`config.mk`:
```
export PLATFORM = sky130hd
export DESIGN_NAME = commit_ctrl_flat
export DESIGN_NICKNAME = d
export VERILOG_FILES = /design/src/rtl/commit_ctrl_pkg.sv /design/src/rtl/commit_ctrl_if.sv /design/src/rtl/commit_ctrl.sv /design/src/flat_wrapper.sv
export SDC_FILE = /design/constraint.sdc
export NUM_CORES = 1
export LEC_CHECK = 0
export ABC_AREA = 1
export BUFFER_PORTS_ARGS = -buffer_cell sky130_fd_sc_hd__clkbuf_2
export CAP_MARGIN = 30
export CORE_MARGIN = 1.5
export CORE_UTILIZATION = 30
export CTS_BUF_LIST = sky130_fd_sc_hd__clkbuf_8
export DETAILED_ROUTE_END_ITERATION = 16
export SYNTH_ARGS = -nofsm -noshare
export SYNTH_HDL_FRONTEND = slang
export SYNTH_SLANG_ARGS = --single-unit
```
`constraint.sdc`:
```
create_clock -name clk_in -period 2.09 [get_ports clk_in]
set_input_delay 0.209 -clock clk_in [delete_from_list [all_inputs] [get_ports clk_in]]
set_output_delay 0.209 -clock clk_in [all_outputs]
set_load 0.05 [all_outputs]
```
`src/rtl/commit_ctrl_pkg.sv`:
```
// Shared widths, instruction-id encodings and class predicates for the commit stage.
package commit_ctrl_pkg;
  localparam int InstrIdWidth = 6;
  localparam int RegIdxWidth  = 5;
  localparam int ROBIdxWidth  = 4;
  localparam int WordWidth    = 32;
  localparam int AddrWidth    = 32;

  localparam logic TRUE  = 1'b1;
  localparam logic FALSE = 1'b0;
  localparam logic [WordWidth-1:0] ZERO = '0;

  localparam logic [InstrIdWidth-1:0] ID_NONE = 6'd0,  ID_LUI  = 6'd1,  ID_AUIPC = 6'd2;
  localparam logic [InstrIdWidth-1:0] ID_JAL  = 6'd3,  ID_JALR = 6'd4;
  localparam logic [InstrIdWidth-1:0] ID_BEQ  = 6'd5,  ID_BNE  = 6'd6,  ID_BLT   = 6'd7;
  localparam logic [InstrIdWidth-1:0] ID_BGE  = 6'd8,  ID_BLTU = 6'd9,  ID_BGEU  = 6'd10;
  localparam logic [InstrIdWidth-1:0] ID_LB   = 6'd11, ID_LH   = 6'd12, ID_LW    = 6'd13;
  localparam logic [InstrIdWidth-1:0] ID_LBU  = 6'd14, ID_LHU  = 6'd15;
  localparam logic [InstrIdWidth-1:0] ID_SB   = 6'd16, ID_SH   = 6'd17, ID_SW    = 6'd18;
  localparam logic [InstrIdWidth-1:0] ID_ADDI = 6'd19, ID_ADD  = 6'd28;

  typedef enum logic {ST_IDLE, ST_FLUSH} state_e;

  function automatic logic is_branch(input logic [InstrIdWidth-1:0] id);
    return (id >= ID_BEQ) && (id <= ID_BGEU);
  endfunction

  function automatic logic is_jal(input logic [InstrIdWidth-1:0] id);
    return id == ID_JAL;
  endfunction

  function automatic logic is_jalr(input logic [InstrIdWidth-1:0] id);
    return id == ID_JALR;
  endfunction

  function automatic logic is_store(input logic [InstrIdWidth-1:0] id);
    return (id >= ID_SB) && (id <= ID_SW);
  endfunction

  function automatic logic writes_rd(input logic [InstrIdWidth-1:0] id);
    return (id != ID_NONE) && !is_branch(id) && !is_store(id);
  endfunction
endpackage

```
`src/rtl/commit_ctrl_if.sv`:
```
// ROB commit port plus the regfile / predictor / fetch / counter outputs of the commit stage.
interface commit_ctrl_if
  import commit_ctrl_pkg::*;
#(parameter int CNT_WIDTH = 32);
  logic                    commit_en_in;
  logic [InstrIdWidth-1:0] instr_id_in;
  logic [RegIdxWidth-1:0]  rd_in;
  logic [ROBIdxWidth-1:0]  rob_pos_in;
  logic [WordWidth-1:0]    res_in;
  logic                    jump_en_in;
  logic [AddrWidth-1:0]    jump_a_in;
  logic [AddrWidth-1:0]    pc_in;
  logic                    bp_in;

  logic                    reg_we_out;
  logic [RegIdxWidth-1:0]  reg_rd_out;
  logic [WordWidth-1:0]    reg_data_out;
  logic [ROBIdxWidth-1:0]  reg_rob_pos_out;
  logic                    bp_upd_en_out;
  logic [AddrWidth-1:0]    bp_upd_pc_out;
  logic                    bp_upd_taken_out;
  logic                    clear_branch_out;
  logic                    redirect_en_out;
  logic [AddrWidth-1:0]    redirect_pc_out;
  logic [CNT_WIDTH-1:0]    retire_cnt_out;
  logic [CNT_WIDTH-1:0]    mispred_cnt_out;

  modport master (
    input  commit_en_in, instr_id_in, rd_in, rob_pos_in, res_in,
           jump_en_in, jump_a_in, pc_in, bp_in,
    output reg_we_out, reg_rd_out, reg_data_out, reg_rob_pos_out,
           bp_upd_en_out, bp_upd_pc_out, bp_upd_taken_out,
           clear_branch_out, redirect_en_out, redirect_pc_out,
           retire_cnt_out, mispred_cnt_out
  );

  modport slave (
    output commit_en_in, instr_id_in, rd_in, rob_pos_in, res_in,
           jump_en_in, jump_a_in, pc_in, bp_in,
    input  reg_we_out, reg_rd_out, reg_data_out, reg_rob_pos_out,
           bp_upd_en_out, bp_upd_pc_out, bp_upd_taken_out,
           clear_branch_out, redirect_en_out, redirect_pc_out,
           retire_cnt_out, mispred_cnt_out
  );
endinterface

```
`src/rtl/commit_ctrl.sv`:
```
// Retires ROB commits into regfile/predictor updates; on a misprediction holds clear_branch
// for FLUSH_CYCLES cycles and redirects fetch once. All outputs registered, 1-cycle latency.
module commit_ctrl
  import commit_ctrl_pkg::*;
#(
  parameter int FLUSH_CYCLES = 1,
  parameter int CNT_WIDTH    = 32
) (
  input logic           clk_in,
  input logic           rst_n_in,
  input logic           rdy_in,
  commit_ctrl_if.master cif
);
  localparam logic [3:0] FlushLoad = 4'(FLUSH_CYCLES - 1);

  state_e                  r_state,         w_state_nxt;
  logic [3:0]              r_flush_cnt,     w_flush_cnt_nxt;
  logic                    r_reg_we,        w_reg_we_nxt;
  logic [RegIdxWidth-1:0]  r_reg_rd,        w_reg_rd_nxt;
  logic [WordWidth-1:0]    r_reg_data,      w_reg_data_nxt;
  logic [ROBIdxWidth-1:0]  r_reg_rob_pos,   w_reg_rob_pos_nxt;
  logic                    r_bp_upd_en,     w_bp_upd_en_nxt;
  logic [AddrWidth-1:0]    r_bp_upd_pc,     w_bp_upd_pc_nxt;
  logic                    r_bp_upd_taken,  w_bp_upd_taken_nxt;
  logic                    r_clear,         w_clear_nxt;
  logic                    r_redir_en,      w_redir_en_nxt;
  logic [AddrWidth-1:0]    r_redir_pc,      w_redir_pc_nxt;
  logic [CNT_WIDTH-1:0]    r_retire_cnt,    w_retire_cnt_nxt;
  logic [CNT_WIDTH-1:0]    r_mispred_cnt,   w_mispred_cnt_nxt;

  logic w_is_ctrl, w_mispred, w_reg_write;

  assign w_is_ctrl   = is_branch(cif.instr_id_in) || is_jal(cif.instr_id_in) || is_jalr(cif.instr_id_in);
  assign w_mispred   = w_is_ctrl && (cif.jump_en_in != cif.bp_in);
  assign w_reg_write = writes_rd(cif.instr_id_in) && (cif.rd_in != '0);

  always_comb begin
    w_state_nxt        = r_state;
    w_flush_cnt_nxt    = r_flush_cnt;
    w_reg_we_nxt       = FALSE;
    w_reg_rd_nxt       = r_reg_rd;
    w_reg_data_nxt     = r_reg_data;
    w_reg_rob_pos_nxt  = r_reg_rob_pos;
    w_bp_upd_en_nxt    = FALSE;
    w_bp_upd_pc_nxt    = r_bp_upd_pc;
    w_bp_upd_taken_nxt = r_bp_upd_taken;
    w_clear_nxt        = FALSE;
    w_redir_en_nxt     = FALSE;
    w_redir_pc_nxt     = r_redir_pc;
    w_retire_cnt_nxt   = r_retire_cnt;
    w_mispred_cnt_nxt  = r_mispred_cnt;
    case (r_state)
      ST_IDLE: begin
        if (cif.commit_en_in) begin
          w_retire_cnt_nxt = r_retire_cnt + 1'b1;
          if (w_reg_write) begin
            w_reg_we_nxt      = TRUE;
            w_reg_rd_nxt      = cif.rd_in;
            w_reg_data_nxt    = cif.res_in;
            w_reg_rob_pos_nxt = cif.rob_pos_in;
          end
          if (is_branch(cif.instr_id_in)) begin
            w_bp_upd_en_nxt    = TRUE;
            w_bp_upd_pc_nxt    = cif.pc_in;
            w_bp_upd_taken_nxt = cif.jump_en_in;
          end
          if (w_mispred) begin
            w_mispred_cnt_nxt = r_mispred_cnt + 1'b1;
            w_clear_nxt       = TRUE;
            w_redir_en_nxt    = TRUE;
            w_redir_pc_nxt    = cif.jump_en_in ? cif.jump_a_in : cif.pc_in + AddrWidth'(4);
            w_flush_cnt_nxt   = FlushLoad;
            w_state_nxt       = ST_FLUSH;
          end
        end
      end
      ST_FLUSH: begin
        // Younger commits presented while flushing belong to the squashed path.
        if (r_flush_cnt == 4'd0) begin
          w_state_nxt = ST_IDLE;
        end else begin
          w_flush_cnt_nxt = r_flush_cnt - 4'd1;
          w_clear_nxt     = TRUE;
        end
      end
      default: w_state_nxt = ST_IDLE;
    endcase
  end

  always_ff @(posedge clk_in or negedge rst_n_in) begin
    if (!rst_n_in) begin
      r_state        <= ST_IDLE;
      r_flush_cnt    <= '0;
      r_reg_we       <= FALSE;
      r_reg_rd       <= '0;
      r_reg_data     <= '0;
      r_reg_rob_pos  <= '0;
      r_bp_upd_en    <= FALSE;
      r_bp_upd_pc    <= '0;
      r_bp_upd_taken <= FALSE;
      r_clear        <= FALSE;
      r_redir_en     <= FALSE;
      r_redir_pc     <= '0;
      r_retire_cnt   <= '0;
      r_mispred_cnt  <= '0;
    end else if (rdy_in) begin
      r_state        <= w_state_nxt;
      r_flush_cnt    <= w_flush_cnt_nxt;
      r_reg_we       <= w_reg_we_nxt;
      r_reg_rd       <= w_reg_rd_nxt;
      r_reg_data     <= w_reg_data_nxt;
      r_reg_rob_pos  <= w_reg_rob_pos_nxt;
      r_bp_upd_en    <= w_bp_upd_en_nxt;
      r_bp_upd_pc    <= w_bp_upd_pc_nxt;
      r_bp_upd_taken <= w_bp_upd_taken_nxt;
      r_clear        <= w_clear_nxt;
      r_redir_en     <= w_redir_en_nxt;
      r_redir_pc     <= w_redir_pc_nxt;
      r_retire_cnt   <= w_retire_cnt_nxt;
      r_mispred_cnt  <= w_mispred_cnt_nxt;
    end
  end

  assign cif.reg_we_out       = r_reg_we;
  assign cif.reg_rd_out       = r_reg_rd;
  assign cif.reg_data_out     = r_reg_data;
  assign cif.reg_rob_pos_out  = r_reg_rob_pos;
  assign cif.bp_upd_en_out    = r_bp_upd_en;
  assign cif.bp_upd_pc_out    = r_bp_upd_pc;
  assign cif.bp_upd_taken_out = r_bp_upd_taken;
  assign cif.clear_branch_out = r_clear;
  assign cif.redirect_en_out  = r_redir_en;
  assign cif.redirect_pc_out  = r_redir_pc;
  assign cif.retire_cnt_out   = r_retire_cnt;
  assign cif.mispred_cnt_out  = r_mispred_cnt;
endmodule

```
`src/flat_wrapper.sv`:
```
// flat-port wrapper written by rule: the top's interface ports become plain ports
module commit_ctrl_flat import commit_ctrl_pkg::*;
#(
  parameter int FLUSH_CYCLES = 1,
  parameter int CNT_WIDTH    = 32
)
  (clk_in, rst_n_in, rdy_in, cif_commit_en_in, cif_instr_id_in, cif_rd_in, cif_rob_pos_in, cif_res_in, cif_jump_en_in, cif_jump_a_in, cif_pc_in, cif_bp_in, cif_reg_we_out, cif_reg_rd_out, cif_reg_data_out, cif_reg_rob_pos_out, cif_bp_upd_en_out, cif_bp_upd_pc_out, cif_bp_upd_taken_out, cif_clear_branch_out, cif_redirect_en_out, cif_redirect_pc_out, cif_retire_cnt_out, cif_mispred_cnt_out);
  commit_ctrl_if #(.CNT_WIDTH(CNT_WIDTH)) cif_i ();
  input logic clk_in;
  input logic rst_n_in;
  input logic rdy_in;
  input wire logic [$bits(cif_i.commit_en_in)-1:0] cif_commit_en_in;
  input wire logic [$bits(cif_i.instr_id_in)-1:0] cif_instr_id_in;
  input wire logic [$bits(cif_i.rd_in)-1:0] cif_rd_in;
  input wire logic [$bits(cif_i.rob_pos_in)-1:0] cif_rob_pos_in;
  input wire logic [$bits(cif_i.res_in)-1:0] cif_res_in;
  input wire logic [$bits(cif_i.jump_en_in)-1:0] cif_jump_en_in;
  input wire logic [$bits(cif_i.jump_a_in)-1:0] cif_jump_a_in;
  input wire logic [$bits(cif_i.pc_in)-1:0] cif_pc_in;
  input wire logic [$bits(cif_i.bp_in)-1:0] cif_bp_in;
  output wire logic [$bits(cif_i.reg_we_out)-1:0] cif_reg_we_out;
  output wire logic [$bits(cif_i.reg_rd_out)-1:0] cif_reg_rd_out;
  output wire logic [$bits(cif_i.reg_data_out)-1:0] cif_reg_data_out;
  output wire logic [$bits(cif_i.reg_rob_pos_out)-1:0] cif_reg_rob_pos_out;
  output wire logic [$bits(cif_i.bp_upd_en_out)-1:0] cif_bp_upd_en_out;
  output wire logic [$bits(cif_i.bp_upd_pc_out)-1:0] cif_bp_upd_pc_out;
  output wire logic [$bits(cif_i.bp_upd_taken_out)-1:0] cif_bp_upd_taken_out;
  output wire logic [$bits(cif_i.clear_branch_out)-1:0] cif_clear_branch_out;
  output wire logic [$bits(cif_i.redirect_en_out)-1:0] cif_redirect_en_out;
  output wire logic [$bits(cif_i.redirect_pc_out)-1:0] cif_redirect_pc_out;
  output wire logic [$bits(cif_i.retire_cnt_out)-1:0] cif_retire_cnt_out;
  output wire logic [$bits(cif_i.mispred_cnt_out)-1:0] cif_mispred_cnt_out;
  assign cif_i.commit_en_in = cif_commit_en_in;
  assign cif_i.instr_id_in = cif_instr_id_in;
  assign cif_i.rd_in = cif_rd_in;
  assign cif_i.rob_pos_in = cif_rob_pos_in;
  assign cif_i.res_in = cif_res_in;
  assign cif_i.jump_en_in = cif_jump_en_in;
  assign cif_i.jump_a_in = cif_jump_a_in;
  assign cif_i.pc_in = cif_pc_in;
  assign cif_i.bp_in = cif_bp_in;
  assign cif_reg_we_out = cif_i.reg_we_out;
  assign cif_reg_rd_out = cif_i.reg_rd_out;
  assign cif_reg_data_out = cif_i.reg_data_out;
  assign cif_reg_rob_pos_out = cif_i.reg_rob_pos_out;
  assign cif_bp_upd_en_out = cif_i.bp_upd_en_out;
  assign cif_bp_upd_pc_out = cif_i.bp_upd_pc_out;
  assign cif_bp_upd_taken_out = cif_i.bp_upd_taken_out;
  assign cif_clear_branch_out = cif_i.clear_branch_out;
  assign cif_redirect_en_out = cif_i.redirect_en_out;
  assign cif_redirect_pc_out = cif_i.redirect_pc_out;
  assign cif_retire_cnt_out = cif_i.retire_cnt_out;
  assign cif_mispred_cnt_out = cif_i.mispred_cnt_out;
  commit_ctrl #(.FLUSH_CYCLES(FLUSH_CYCLES), .CNT_WIDTH(CNT_WIDTH)) u_core (.clk_in(clk_in), .rst_n_in(rst_n_in), .rdy_in(rdy_in), .cif(cif_i));
endmodule
```
==> results by group <==
Routing
  – Iteration-0 DRC Markers: 475
  – Final WL: 31.0 mm
  – Via count: 9697
  – ANT nets after route: 0
  – Wirelength per Cell: 14.8 µm
  – DRC: 0
  – 1st-pass router iterations: 7
  – Routed vias/inst: 4.61

Finish
  – Final non-filler cell area: 12700 µm²
  – Share of layout cells above drive strength 1: 20.9%
  – Area added between synthesis and finish: 33.2%
  – Fin nets: 1813
  – # fillers: 3241
  – Final core occ: 41.0%

Setup path
  – R2R Path Start: u_core.cif.retire_cnt_out[0]
  – Crit path required time: 2.47 ns
  – Maximum net fanout on the critical path: 5
  – Critical Path AT: 2.29 ns
  – Cell mode on critical path: nand2_1
  – Worst path cell trace: ha_1 -> inv_1 -> nor2_1 -> nand3_1 -> nor3_2 -> nand2_1 -> o21ai_1 -> nand2_1
  – R2R cell count: 8
  – Setup CP Type: flip-flop to flip-flop
  – Worst reg-to-reg setup slack: 0.18 ns
  – Reg-to-Reg End: u_core.cif.retire_cnt_out[16]
  – CP max-delay cell: dfrtp_1
  – Max incr delay on CP: 0.46 ns
  – CP startpoint: u_core.cif.retire_cnt_out[0]
  – Cell family with most CP delay: simple AND/OR/NAND/NOR gates
  – CP endpoint kind: flip-flop
  – Buf/Inv on CP: 1
  – Crit path launch type: flip-flop

Synth
  – Ys async rst share: 100%
  – Synth unique cells: 29
  – Post-synth EDFFs: 0
  – Post-Syn Area: 9510 µm²
  – Net Count, Synth: 1445
  – Sequential area share after synthesis: 46.9%
  – Avg Inst Size Synth: 7.18 µm²
  – #FFs+latches synth: 178
  – Gate Count Post-Synth: 1324
  – Synth Flop Type: dfrtp_1
  – Ys Warns: 0

Pwr
  – Sw power: 0.00682 W
  – Switching Share: 49.7%
  – Seq pwr share: 37.2%
  – Clock Power Share: 18.1%
  – Total power: 0.0137 W
  – Leakage dissipation: 6.62 nW
  – Comb power frac: 44.7%
  – Cell Pwr Density: 1080 nW/µm²
  – Cell-internal power: 0.00691 W
  – IR drop worst, VDD: 0.952 mV

Timing
  – Max-slew violations: 0
  – Period utilisation layout: 91.5%
  – Hold Violations, Final: 0
  – Final setup vio count: 0
  – Slew headroom: 60.2%
  – Max Clk Rate: 523 MHz
  – RSZ-0062 raised after global routing: no
  – Final TNS setup: 0 ns
  – Final Skew: 0.0114 ns
  – Min Clock Period, post-route: 1.91 ns
  – Worst-margin pin slew: 0.597 ns

Floorplan
  – Initial core utilization: 30.8%
  – Die width: 181 µm
  – Std-Cell Core Area: 30900 µm²
  – Die ar.: 32800 µm²
  – Core Rows: 64
  – Die Span Y: 181 µm
  – IO Pins: 291

Placement
  – DP Area: 11500 µm²
  – DP HPWL: 23.4 mm
  – GP Congestion: 0.934
  – Port Buffers: 290

CTS
  – Clock Tree Buf Depth: 2
  – CTS Buf Count: 17
  – # hold bufs at CTS: 77
  – H-tree levels: 4
  – Post-CTS Setup Bufs: 0
  – CTS tree: done
  – Clk_lat worst skew: 0.48 ns
  – CTS clock-pin slew for the worst setup and hold paths: 0.10 ns
  – Post-CTS Resized: 0
  – TritonCTS Sinks: 178
  – Root Buffer: clkbuf_8

Min path
  – Worst Hold Path Cells: 5
  – Hold Path Class: primary input to flip-flop
  – Hold_sp: cif_jump_a_in[21]
  – Endpoint, Worst Hold: u_core.cif.redirect_pc_out[21]

Global routing
  – Vias in the first global route: 9716
  – Initial antenna violation count: 1
  – Gr ovfl total: 0
  – Largest net degree at the start of global routing: 84
  – GRT Total Usage: 19.5%
  – Global-route wire length before repair: 50.5 mm

Flow run
  – Max_cap viols: 0

Run status
  – Status: finished, final reports clean
## state kept, by name, indices dropped and copies added (netlist names)
signal                       count
u_core.cif.bp_upd_pc_out        32
u_core.cif.mispred_cnt_out      32
u_core.cif.redirect_pc_out      32
u_core.cif.reg_data_out         32
u_core.cif.retire_cnt_out       32
u_core.cif.reg_rd_out            5
u_core.cif.reg_rob_pos_out       4
u_core.r_flush_cnt               4
u_core.cif.bp_upd_en_out         1
u_core.cif.bp_upd_taken_out      1
u_core.cif.redirect_en_out       1
u_core.cif.reg_we_out            1
u_core.r_state                   1
## placed cells by master, fill, tap and decap left out, types with 2 or more instances in the layout
cell type | synthesis | layout
clkinv_4 | 0 | 4
nor3_1 | 16 | 16
nand3_1 | 64 | 64
xnor2_1 | 18 | 18
nand2_1 | 512 | 511
nand3_2 | 2 | 2
dlygate4sd3_1 | 0 | 77
o21ai_0 | 99 | 99
o21ai_1 | 24 | 24
nand2_2 | 2 | 3
nand3b_1 | 3 | 3
clkinv_1 | 2 | 2
clkbuf_8 | 0 | 21
clkinv_2 | 0 | 2
a31o_2 | 2 | 2
dfrtp_1 | 178 | 178
nor2_4 | 2 | 2
clkinvlp_4 | 0 | 2
clkbuf_2 | 0 | 289
nand4_1 | 17 | 17
ha_1 | 4 | 4
bufinv_16 | 0 | 2
buf_12 | 0 | 4
inv_1 | 137 | 138
xor2_1 | 39 | 39
nor2_1 | 156 | 156
buf_4 | 7 | 17
## worst max path at each step
stage                                    end  slack [ns]  depth (start not counted)
3_3_place_gp   u_core.cif.retire_cnt_out[16]        0.23                          8
6_report       u_core.cif.retire_cnt_out[16]        0.18                          8
2_1_floorplan  u_core.cif.retire_cnt_out[16]        0.13                          8
4_1_cts        u_core.cif.retire_cnt_out[16]        0.17                          8
5_1_grt        u_core.cif.retire_cnt_out[16]        0.04                          8
3_5_place_dp   u_core.cif.retire_cnt_out[16]        0.20                          8
## cell usage after synthesis (all sizes together), types with 3 or more instances
| cell type | number | area, µm² |
|---|---|---|
| clkbuf | 17 | 63.8 |
| nand2 | 514 | 1930 |
| inv | 138 | 518 |
| nand4 | 17 | 106 |
| xor2 | 39 | 342 |
| nand3b | 3 | 22.5 |
| nor3 | 17 | 90.1 |
| nor2 | 159 | 614 |
| ha | 4 | 50.1 |
| dfrtp | 178 | 4450 |
| o21ai | 125 | 633 |
| nand3 | 66 | 340 |
| buf | 22 | 134 |
| xnor2 | 18 | 158 |
## power by group through the flow
stage	clock [W]	combinational (W)	sequential, W
4_1_cts	0.00262	0.00618	0.00510
5_1_grt	0.00275	0.00658	0.00523
3_5_place_dp	0	0.00605	0.00516
3_3_place_gp	0	0.00599	0.00514
6_report	0.00249	0.00614	0.00511
2_1_floorplan	0	0.00140	0.00806
## per-layer routing
metal / vias to the layer above / part of all wire, % / track usage (%)
met5: - / 0 / 0
met4: 0 / 3.1 / 8.43
met3: 53 / 5.2 / 4.13
met2: 280 / 48 / 33.1
met1: 4505 / 44 / 23.8
li1: 4859 / - / -
## final cells by class
| cell class | count | area (µm²) | share of cell area [%] |
|---|---|---|---|
| Clock buffer | 20 | 275 | 2.17 |
| Multi-Input combinational cell | 967 | 4340 | 34.3 |
| Timing Repair Buffer | 388 | 2440 | 19.3 |
| Inverter | 140 | 526 | 4.15 |
| Clock inverter | 12 | 133 | 1.05 |
| Tap cell | 396 | 495 | 3.91 |
| Sequential cell | 178 | 4450 | 35.2 |
| Antenna cell | 1 | 2.50 | 0.0198 |
## worst min-delay path, stage by stage
cell and delay (ns):
clkbuf_2 0.08, nand2_1 0.05, nand2_1 0.06, nand2_1 0.04, nand2_1 0.05
## cells by family after synthesis
logic type / synth area share, %
compound gates: 6.99
buf+inv: 7.61
fa+ha+maj: 0.527
simple gates: 32.8
flops: 46.9
xor+xnor: 5.25
## through the flow
step | setup slack, ns | std cells | hold slack, ns
floorplan | 0.134 | 1324 | -0.0866
global placement | 0.226 | 1992 | 0.244
detailed placement | 0.198 | 1992 | 0.234
CTS | 0.167 | 2101 | 0.000197
global route | 0.0411 | 2102 | 0.0163
finish | 0.178 | 2102 | 0.0514
Note: power is estimated with default switching activity, not from simulation.
